[src/rtl/seq_ctrl_pkg.sv]
// Shared types and default widths for the sequence-generator burst controller.
// Latency: n/a (declarations only).
// Backpressure: n/a (declarations only).
package seq_ctrl_pkg;

  localparam int DATA_W_DEF = 32;
  localparam int LEN_W_DEF  = 16;

  typedef enum logic [1:0] {
    IDLE  = 2'd0,
    CLEAR = 2'd1,
    RUN   = 2'd2,
    DRAIN = 2'd3
  } state_e;

endpackage

[src/rtl/seq_out_stage.sv]
// Single-entry valid/ready output register holding one generator term.
// Latency: 1 cycle from load_i to valid_o/data_o.
// Backpressure: holds data_o/valid_o while valid_o & !ready_i; flush_i drops valid.
module seq_out_stage #(
  parameter int DATA_W = 32
) (
  input  logic              clk,
  input  logic              reset_n,
  input  logic              load_i,
  input  logic              flush_i,
  input  logic              ready_i,
  input  logic [DATA_W-1:0] data_i,
  output logic [DATA_W-1:0] data_o,
  output logic              valid_o
);

  logic [DATA_W-1:0] data_d, data_q;
  logic              valid_d, valid_q;

  // Flush beats load; an accepted beat with nothing new behind it empties the slot.
  always_comb begin
    data_d  = data_q;
    valid_d = valid_q;
    if (flush_i) begin
      valid_d = 1'b0;
    end else if (load_i) begin
      data_d  = data_i;
      valid_d = 1'b1;
    end else if (valid_q && ready_i) begin
      valid_d = 1'b0;
    end
  end

  // Output register state.
  always_ff @(posedge clk or negedge reset_n) begin
    if (!reset_n) begin
      data_q  <= '0;
      valid_q <= 1'b0;
    end else begin
      data_q  <= data_d;
      valid_q <= valid_d;
    end
  end

  assign data_o  = data_q;
  assign valid_o = valid_q;

endmodule

[src/rtl/seq_gen_ctrl.sv]
// Burst controller: restarts the generator and streams burst_len terms to a consumer.
// Latency: start at edge k -> gen_clr_o in cycle k+1 -> term0 valid after edge k+2.
// Backpressure: valid_o & !ready_i freezes data_o/valid_o and stops generator advance.
module seq_gen_ctrl
  import seq_ctrl_pkg::*;
#(
  parameter int DATA_W = DATA_W_DEF,
  parameter int LEN_W  = LEN_W_DEF
) (
  input  logic              clk,
  input  logic              reset_n,
  input  logic              start_i,
  input  logic              stop_i,
  input  logic [LEN_W-1:0]  burst_len_i,
  input  logic [DATA_W-1:0] gen_seq_i,
  output logic              gen_clr_o,
  output logic              gen_adv_o,
  output logic [DATA_W-1:0] data_o,
  output logic              valid_o,
  input  logic              ready_i,
  output logic              busy_o,
  output logic [LEN_W-1:0]  count_o,
  output logic              done_o,
  output logic              abort_o
);

  state_e             state_d, state_q;
  logic [LEN_W-1:0]   len_d, len_q;
  logic [LEN_W-1:0]   issued_d, issued_q;
  logic [LEN_W-1:0]   count_d, count_q;
  logic               done_d, done_q;
  logic               abort_d, abort_q;
  logic               clr_d, clr_q;
  logic               load;
  logic               flush;
  logic               accept;

  assign accept = valid_o & ready_i;

  // Next-state, counters and pulse generation; stop_i overrides everything while busy.
  always_comb begin
    state_d  = state_q;
    len_d    = len_q;
    issued_d = issued_q;
    count_d  = count_q;
    done_d   = 1'b0;
    abort_d  = 1'b0;
    clr_d    = 1'b0;
    load     = 1'b0;
    flush    = 1'b0;

    if (accept) count_d = count_q + LEN_W'(1);

    case (state_q)
      IDLE: begin
        if (start_i && !stop_i) begin
          if (burst_len_i != '0) begin
            len_d    = burst_len_i;
            issued_d = '0;
            count_d  = '0;
            clr_d    = 1'b1;
            state_d  = CLEAR;
          end else begin
            // Empty burst completes immediately without touching the generator.
            done_d = 1'b1;
          end
        end
      end
      CLEAR: begin
        if (stop_i) begin
          flush   = 1'b1;
          abort_d = 1'b1;
          state_d = IDLE;
        end else begin
          state_d = RUN;
        end
      end
      RUN: begin
        if (stop_i) begin
          flush   = 1'b1;
          abort_d = 1'b1;
          state_d = IDLE;
        end else begin
          load = (!valid_o || ready_i) && (issued_q < len_q);
          if (load) begin
            issued_d = issued_q + LEN_W'(1);
            if (issued_d == len_q) state_d = DRAIN;
          end
        end
      end
      DRAIN: begin
        if (stop_i) begin
          flush   = 1'b1;
          abort_d = 1'b1;
          state_d = IDLE;
        end else if (accept) begin
          done_d  = 1'b1;
          state_d = IDLE;
        end
      end
      default: state_d = IDLE;
    endcase
  end

  // Controller state registers.
  always_ff @(posedge clk or negedge reset_n) begin
    if (!reset_n) begin
      state_q  <= IDLE;
      len_q    <= '0;
      issued_q <= '0;
      count_q  <= '0;
      done_q   <= 1'b0;
      abort_q  <= 1'b0;
      clr_q    <= 1'b0;
    end else begin
      state_q  <= state_d;
      len_q    <= len_d;
      issued_q <= issued_d;
      count_q  <= count_d;
      done_q   <= done_d;
      abort_q  <= abort_d;
      clr_q    <= clr_d;
    end
  end

  seq_out_stage #(
    .DATA_W (DATA_W)
  ) u_out (
    .clk     (clk),
    .reset_n (reset_n),
    .load_i  (load),
    .flush_i (flush),
    .ready_i (ready_i),
    .data_i  (gen_seq_i),
    .data_o  (data_o),
    .valid_o (valid_o)
  );

  // Advance is combinational so the generator steps on the same edge the term is captured.
  assign gen_adv_o = load;
  assign gen_clr_o = clr_q;
  assign busy_o    = (state_q != IDLE);
  assign count_o   = count_q;
  assign done_o    = done_q;
  assign abort_o   = abort_q;

endmodule

[config.mk]
export PLATFORM = sky130hd
export DESIGN_NAME = seq_gen_ctrl
export DESIGN_NICKNAME = d
export VERILOG_FILES = /design/src/rtl/seq_ctrl_pkg.sv /design/src/rtl/seq_out_stage.sv /design/src/rtl/seq_gen_ctrl.sv
export SDC_FILE = /design/constraint.sdc
export NUM_CORES = 1
export LEC_CHECK = 0
export CORE_ASPECT_RATIO = 0.8
export CORE_MARGIN = 3
export CORE_UTILIZATION = 25
export CTS_BUF_LIST = sky130_fd_sc_hd__clkbuf_16
export CTS_CLUSTER_SIZE = 24
export DETAILED_ROUTE_END_ITERATION = 10
export HOLD_SLACK_MARGIN = 0.08
export SYNTH_ARGS = -nofsm -noshare
export SYNTH_HDL_FRONTEND = slang
export SYNTH_SLANG_ARGS = --single-unit
export TNS_END_PERCENT = 5
[constraint.sdc]
create_clock -name clk -period 3 [get_ports clk]
set_input_delay 0.3 -clock clk [delete_from_list [all_inputs] [get_ports clk]]
set_output_delay 0.3 -clock clk [all_outputs]
set_load 0.01 [all_outputs]
==> Flow_metrics.wiki, run 1 <==
{| class="wikitable"
! Metric !! Value
|-
| Primary FF master, synth || dfrtp_1
|-
| Async S/R FF share, synth || 100%
|-
| Total via count in the routed design || between 3,000 and 4,000
|-
| Largest net degree at the start of global routing || 87
|-
| Core Footprint || ~0.018 mm^2
|-
| Max Fclk || between 300 and 400 MHz
|-
| Initial DRC Count || 232
|-
| DRC Markers || 0
|-
| Clock tree from TritonCTS || yes
|-
| Mean instance size in the synthesized netlist || ~10 um^2
|-
| Critical path data arrival time || 2.58 ns
|-
| Max IR drop VDD || 0.334 mV
|-
| Max-Cap Viols || 0
|-
| Finished Cell Area || 0.00653 mm^2
|-
| Multiplexer share of the synthesized area || between 10% and 20%
|-
| Post-layout nets || about 660
|-
| Final worst path period share || between 90% and 100%
|-
| Total detailed-routing wirelength || approximately 13,000 um
|-
| Layout cells sized above 1 || between 10% and 20%
|-
| Full die area || approximately 0.02 mm^2
|-
| Starting utilization of the core area || 25.7%
|-
| Main combinational cell family by area after synthesis || simple AND/OR/NAND/NOR gates
|-
| Result of the run || finished clean
|-
| Setup WS post-layout || between 0.1 and 0.15 ns
|-
| Initial antenna violation count || 0
|-
| Classification of the worst-slack hold path || primary input to asynchronous set/reset pin
|-
| H-tree Lvls || 3
|-
| Syn nets || 530
|-
| Transition time at the pin with the least slew margin || 1.13 ns
|-
| Share of the synthesized area in compound gates (AO/OA/AOI/OAI) || 12.7%
|-
| Routed vias/inst || between 4 and 5
|-
| Area growth from synthesis to layout || 38.4%
|-
| Number of hold buffers added after CTS || 0
|-
| Largest cells by area after synthesis || dfrtp_1 46%, mux2_4 8.9%, ha_1 5.8%, o21ai_0 4.0%, xor2_1 3.9%
|-
| Yosys synthesis warning count || 0
|-
| Cell at the root of the clock tree || clkbuf_16
|-
| Horizontal die dimension || approximately 160 um
|-
| Required arrival time at the worst endpoint || about 2.7 ns
|-
| Number of enable-type register cells in the synthesized netlist || 0
|-
| Number of global-route vias before repair || 3,919
|-
| Setup clock skew after layout || approximately 0.0077 ns
|-
| Number of flip-flops and latches in the synthesized netlist || 86
|-
| Cell count after synthesis || between 400 and 500
|-
| Synth top cells by count || 86 x dfrtp_1, 41 x nand2_1, 38 x o21ai_0
|-
| Xor/xnor share of the synthesized area || approximately 6.7%
|-
| Netlist area before placement || ~0.0047 mm^2
|-
| Worst r2r src || len_q[14]
|-
| Number of port buffers || between 100 and 150
|-
| Power per standard cell area || approximately 750 mW/mm^2
|-
| Worst slew margin relative to its limit || 24.4%
|-
| Detailed-placement wirelength estimate || ~9400 um
|-
| Capturing element type of the critical path || output pin
|-
| Buffers from clock root to sink, at most || 2
|-
| Simple-gate share of the synthesized area || a little over an eighth
|-
| Num rows || 44
|-
| Setup crit start kind || flop
|-
| Leakage power || a little under 3 nW
|-
| Overall routing resource usage || about an eighth
|-
| Most numerous cell in the Yosys netlist || dfrtp_1
|-
| Clock buffer count from CTS || 9
|-
| CTS clock-pin slew for the worst setup and hold paths || roughly 0.060 ns
|-
| Synth Area in Adders || ~6%
|-
| Largest area contributor in the netlist || dfrtp_1
|-
| Start point of the critical path || len_q[14]
|-
| Skew-Pair Late Insertion Delay || ~0.34 ns
|-
| Overall power consumption || ~4.9 mW
|-
| Setup repair after global routing missed its margin || no
|-
| Vertical extent of the die || 129 um
|-
| Wire length of the first global-routing pass || between 20,000 and 25,000 um
|-
| Fin Hold WS || 0.144 ns
|-
| Final setup violation count || 0
|-
| Antenna diode instance count || 0
|-
| Final hold viol count || 0
|-
| Critical path class || flop to output pin
|-
| Remaining antenna violation count after routing || 0
|-
| Wire per inst || approximately 15 um
|-
| Post-route setup TNS || 0 ns
|-
| Final estimated routing congestion in global placement || about 0.86
|-
| Share of the synthesized area in the top cell type || about 46%
|-
| Ports placed on the boundary || between 100 and 150
|-
| Crit-path max FO || 3
|-
| Final critical-path required period || between 2 and 3 ns
|-
| Worst slack, placed || roughly 0.012 ns
|-
| GRT Residual Overflow || 0
|-
| Unique cell type count in the Yosys netlist || 49
|-
| Final count of pins violating max slew || 0
|-
| Clk sink count || 86
|-
| Iteration count of the initial detailed-routing pass || 4
|-
| Sequential area share after synthesis || between 40% and 50%
|-
| Placed Instance Area || 0.00622 mm^2
|}
==> metal layers <==
layer	track usage (%)	share of wire [%]	vias to the layer above	wire length, um
li1	-	-	1845	-
met1	18.8	51	1846	6570
met2	18.5	42	127	5450
met3	2.80	5.8	8	754
met4	3.65	1.0	0	130
met5	0	0	-	0
==> power by group <==
group          internal [mW]  total [mW]  leakage (nW)  switching, mW
Clock                  0.555        1.03         0.134          0.470
Sequential              1.51        1.74          1.12          0.230
Combinational           1.20        2.14          1.70          0.933
Total                   3.27        4.90          2.95           1.63
==> what timing repair did <==
| item | 4_1_cts | 5_1_grt |
|---|---|---|
| gates resized for setup | 5 | 2 |
| endpoints found under the setup margin | 1 | 1 |
| pin swaps | 0 | 0 |
| setup buffers | 0 | 3 |
==> critical path, stage by stage (launching register included) <==
cell and delay (ns):
dfrtp_1 0.35, inv_1 0.06, ha_1 0.32, and3_1 0.19
o21ai_2 0.15, nand3b_1 0.12, or4_4 0.43, or3_4 0.36
inv_1 0.07, clkdlybuf4s15_2 0.22
==> area by class of cell <==
cell class / instances / area, um^2
clock buffers: 9 / 225
well taps: 253 / 317
repair buffers: 142 / 1330
inverters: 22 / 82.6
flip-flops and latches: 86 / 2150
clock inverters: 7 / 42.5
fillers: 1813 / 11800
multi-input cells: 321 / 2380
==> logic make-up after synthesis <==
group / count (synthesis)
AND/OR/NAND/NOR: 132
multiplexers: 38
adder cells (fa/ha/maj): 22
XOR/XNOR: 36
flip-flops: 86
AO/OA/AOI/OAI: 93
buffers and inverters: 48
==> placed cells by master, fill, tap and decap left out, types with 3 or more instances in the layout <==
cell type        synthesis  final
o31ai_1                 10     10
a21o_1                   4      4
and2_1                   3      3
ha_1                    22     21
xnor2_1                 15     15
buf_4                    0     37
nand3_1                 13     13
a21oi_1                 12     12
mux2_4                  28     28
o21a_1                  11     11
nor3_1                   6      6
inv_1                   22     23
clkbuf_16                0      9
nand2_1                 41     41
nand3b_1                 3      3
dfrtp_1                 86     86
mux2i_1                  5      5
nor4_1                   5      5
xor2_1                  21     21
clkdlybuf4s50_1          0    104
nand4_1                 13     13
mux2_2                   5      5
o21ai_0                 38     37
and4_1                   3      3
nor2b_1                  3      3
and3_1                   4      4
nor2_1                  30     29
==> path summary, 6_finish.rpt <==
path | end | slack, ns | depth (start not counted)
min | len_q[4] | 0.14 | 1
min reg2reg | u_out.data_o[10] | 0.50 | 1
max | gen_adv_o | 0.12 | 9
max in group asynchronous | u_out.data_o[29] | 2.09 | 1
max reg2reg | u_out.data_o[31] | 0.22 | 9
min in group clk | u_out.data_o[10] | 0.50 | 1
==> registers in the layout, summed over array words and instances, names as in the netlist <==
name	count
done_o	1
u_out.data_o	32
state_q	2
len_q	16
gen_clr_o	1
u_out.valid_o	1
issued_q	16
count_o	16
abort_o	1
==> metrics by stage <==
stage               utilization, %  std cells
floorplan                        -        455
global placement              33.9        821
detailed placement            33.9        821
CTS                           35.4        837
global route                  35.6        840
finish                        35.6        840
No activity file was read; power rests on OpenSTA's default activity.
==> run 2: changes to the inputs <==
- TNS_END_PERCENT: 5 -> not set
==> results of run 2 <==
Final layout, timing and power as in run 1 (identical DEF).
==> run 3: changes to the inputs <==
- REMOVE_ABC_BUFFERS: not set -> 1
==> run 3 against run 2 <==
Against the previous run:
- maximum frequency grew 0.47%
- largest cell class unchanged
- routed wire length grew 1.2%
- die area is the same
- flip-flop and latch count is the same
==> Flow_metrics.wiki, run 3 (same netlist as run 1, synthesis figures left out) <==
{| class="wikitable"
! Metric !! Value
|-
| Starting utilization of the core area || 25.7% (unchanged)
|-
| Last element of the critical path || issued_q[10] (was gen_adv_o)
|-
| GRT Residual Overflow || 0 (unchanged)
|-
| DRC Markers || 0 (unchanged)
|-
| Setup repair after global routing missed its margin || no (unchanged)
|-
| Max-Cap Viols || 0 (unchanged)
|-
| Leakage power || 3.02 nW (was 2.95 nW)
|-
| Total detailed-routing wirelength || 13,100 um (was 12,900 um)
|-
| Area of all sequential standard cells || 0.00215 mm^2 (unchanged)
|-
| Critical path class || flop to flop (was flop to output pin)
|-
| Final hold viol count || 0 (unchanged)
|-
| Iteration count of the initial detailed-routing pass || 4 (unchanged)
|-
| Num rows || 44 (unchanged)
|-
| Result of the run || finished clean (unchanged)
|-
| Largest net degree at the start of global routing || 51 (was 87)
|-
| Worst slew margin relative to its limit || 53.6% (was 24.4%)
|-
| Antenna diode instance count || 0 (unchanged)
|-
| Capture point of the worst reg-to-reg path || issued_q[10] (was u_out.data_o[31])
|-
| Skew-Pair Late Insertion Delay || 0.34 ns (about the same)
|-
| Final worst path period share || 95.6% (was 96.1%)
|-
| Register-to-register setup slack || 0.13 ns (was 0.22 ns)
|-
| Final count of pins violating max slew || 0 (unchanged)
|-
| Worst slack, placed || -0.00338 ns (was 0.0117 ns)
|-
| Number of global-route vias before repair || 3,984 (was 3,919)
|-
| Final estimated routing congestion in global placement || 0.871 (was 0.865)
|-
| Multi-input gate area || 0.00238 mm^2 (unchanged)
|-
| Post-layout nets || 668 (was 657)
|-
| Core Footprint || 0.0183 mm^2 (unchanged)
|-
| Layout cells sized above 1 || 17.7% (was 15.7%)
|-
| Remaining antenna violation count after routing || 0 (unchanged)
|-
| CTS clock-pin slew for the worst setup and hold paths || 0.07 ns (was 0.06 ns)
|-
| Dpl cells || 831 (was 821)
|-
| Critical path data arrival time || 3.10 ns (was 2.58 ns)
|-
| Overall power consumption || 5.07 mW (was 4.90 mW)
|-
| H-tree Lvls || 3 (unchanged)
|-
| Setup clock skew after layout || 0.00635 ns (was 0.00773 ns)
|-
| Placed Instance Area || 0.00630 mm^2 (was 0.00622 mm^2)
|-
| Classification of the worst-slack hold path || flop to flop (was primary input to asynchronous set/reset pin)
|-
| Most common cell after layout, fill and taps aside || clkdlybuf4s50_1 (unchanged)
|-
| Clock buffer count from CTS || 9 (unchanged)
|-
| Max Fclk || 349 MHz (was 347 MHz)
|-
| Transition time at the pin with the least slew margin || 0.696 ns (was 1.13 ns)
|-
| Total via count in the routed design || 3,869 (was 3,826)
|-
| Clock tree from TritonCTS || yes (unchanged)
|-
| Flip-flop count of the largest register after layout || 32 (unchanged)
|-
| Clk sink count || 86 (unchanged)
|-
| Power per standard cell area || 763 mW/mm^2 (was 751 mW/mm^2)
|-
| Final setup violation count || 0 (unchanged)
|-
| Area growth from synthesis to layout || 41.0% (was 38.4%)
|-
| Wire per inst || 15.4 um (about the same)
|-
| Detailed-placement wirelength estimate || 9620 um (was 9410 um)
|-
| Initial DRC Count || 244 (was 232)
|-
| Crit-path max FO || 21 (was 3)
|-
| Routed vias/inst || 4.55 (about the same)
|-
| Final critical-path required period || 2.87 ns (was 2.88 ns)
|-
| Required arrival time at the worst endpoint || 3.24 ns (was 2.70 ns)
|-
| Vertical extent of the die || 129 um (unchanged)
|-
| Finished Layout Cells || 851 (was 840)
|-
| Buffers from clock root to sink, at most || 2 (unchanged)
|-
| Finished Cell Area || 0.00665 mm^2 (was 0.00653 mm^2)
|-
| Ports placed on the boundary || 107 (unchanged)
|-
| Wire length of the first global-routing pass || 20,900 um (was 20,800 um)
|-
| Capturing element type of the critical path || flop (was output pin)
|-
| Max IR drop VDD || 0.362 mV (was 0.334 mV)
|-
| Leading cell types in the layout, fill and taps excluded || 104 x clkdlybuf4s50_1, 86 x dfrtp_1, 46 x buf_4 (was 104 x clkdlybuf4s50_1, 86 x dfrtp_1, 41 x nand2_1)
|-
| Number of port buffers || 106 (unchanged)
|-
| Setup crit start kind || flop (unchanged)
|-
| Horizontal die dimension || 160 um (unchanged)
|-
| Filler Cell Count || 1,787 (was 1,813)
|-
| Worst r2r src || len_q[1] (was len_q[14])
|-
| Start point of the critical path || len_q[1] (was len_q[14])
|-
| Number of cells on the worst reg-to-reg path || 10 (was 9)
|-
| Cell at the root of the clock tree || clkbuf_16 (unchanged)
|-
| Setup WS post-layout || 0.132 ns (was 0.118 ns)
|-
| Initial antenna violation count || 0 (unchanged)
|-
| Overall routing resource usage || 12.6% (was 12.7%)
|-
| Full die area || 0.0206 mm^2 (unchanged)
|}
==> run 3: changes by cell type in the layout (fill, tap and decap cells not counted), sizes merged <==
cell	previous run	this run
buf	37	48
bufinv	0	1
clkinvlp	1	3
clkinv	5	3
dlygate4sd3	0	1
inv	23	22
clkdlybuf4s15	1	0
==> run 3: critical path, stage by stage (launching register included) <==
cell	delay, ns
dfrtp_1	0.35
inv_1	0.05
ha_1	0.28
nor2b_1	0.15
o211ai_2	0.19
a211oi_2	0.11
or4_4	0.52
buf_4	0.23
or3_1	0.45
buf_4	0.20
o31ai_1	0.23
==> run 3: metrics by stage <==
step,utilization (%),hold slack (ns),setup TNS (ns)
6_report,36.3,0.508,0
3_3_place_gp,34.4,0.369,-0.00392
5_1_grt,36.3,0.528,0
4_1_cts,36.2,0.509,0
2_1_floorplan,-,0.00441,-7.39
3_5_place_dp,34.4,0.383,-0.00338
==> run 3: where the power goes <==
group          switching (mW)  total (mW)  internal (mW)
logic                   0.959        2.21           1.25
registers               0.223        1.73           1.51
clock network           0.485        1.13          0.647
total                    1.67        5.07           3.41
==> run 3: layout make-up <==
class                      count  share of cell area, %
sequential                    86                   32.3
tap                          253                   4.76
clock inverter                 7                   1.13
timing repair buffer         153                   21.4
clock buffer                   9                   3.39
inverter                      22                   1.24
multi-input combinational    321                   35.8
==> run 3: worst min-delay path by stage <==
stage / startpoint / end / slack [ns] / depth (start not counted)
after global routing: u_out.data_o[17] / u_out.data_o[17] / 0.53 / 1
after floorplan: reset_n / abort_o / 0.004 / 0
final: u_out.data_o[11] / u_out.data_o[11] / 0.51 / 1
after detailed placement: reset_n / len_q[12] / 0.38 / 1
after CTS: u_out.data_o[11] / u_out.data_o[11] / 0.51 / 1
after global placement: reset_n / len_q[11] / 0.37 / 1
==> run 3: layer usage <==
| metal | part of all wire, % | vias to the layer above | GRT usage, % |
|---|---|---|---|
| met4 | 1.2 | 0 | 3.50 |
| met2 | 44 | 122 | 19.5 |
| met1 | 49 | 1868 | 17.7 |
| met3 | 5.3 | 12 | 3.03 |
| li1 | - | 1867 | - |
| met5 | 0 | - | 0 |
==> run 3: repair_timing <==
item                                    CTS  global route
endpoints found under the hold margin    48             0
setup buffers                             1             2
gates resized for setup                   5             5
hold buffers                              1             0
endpoints found under the setup margin    1             7
pin swaps                                 1             2
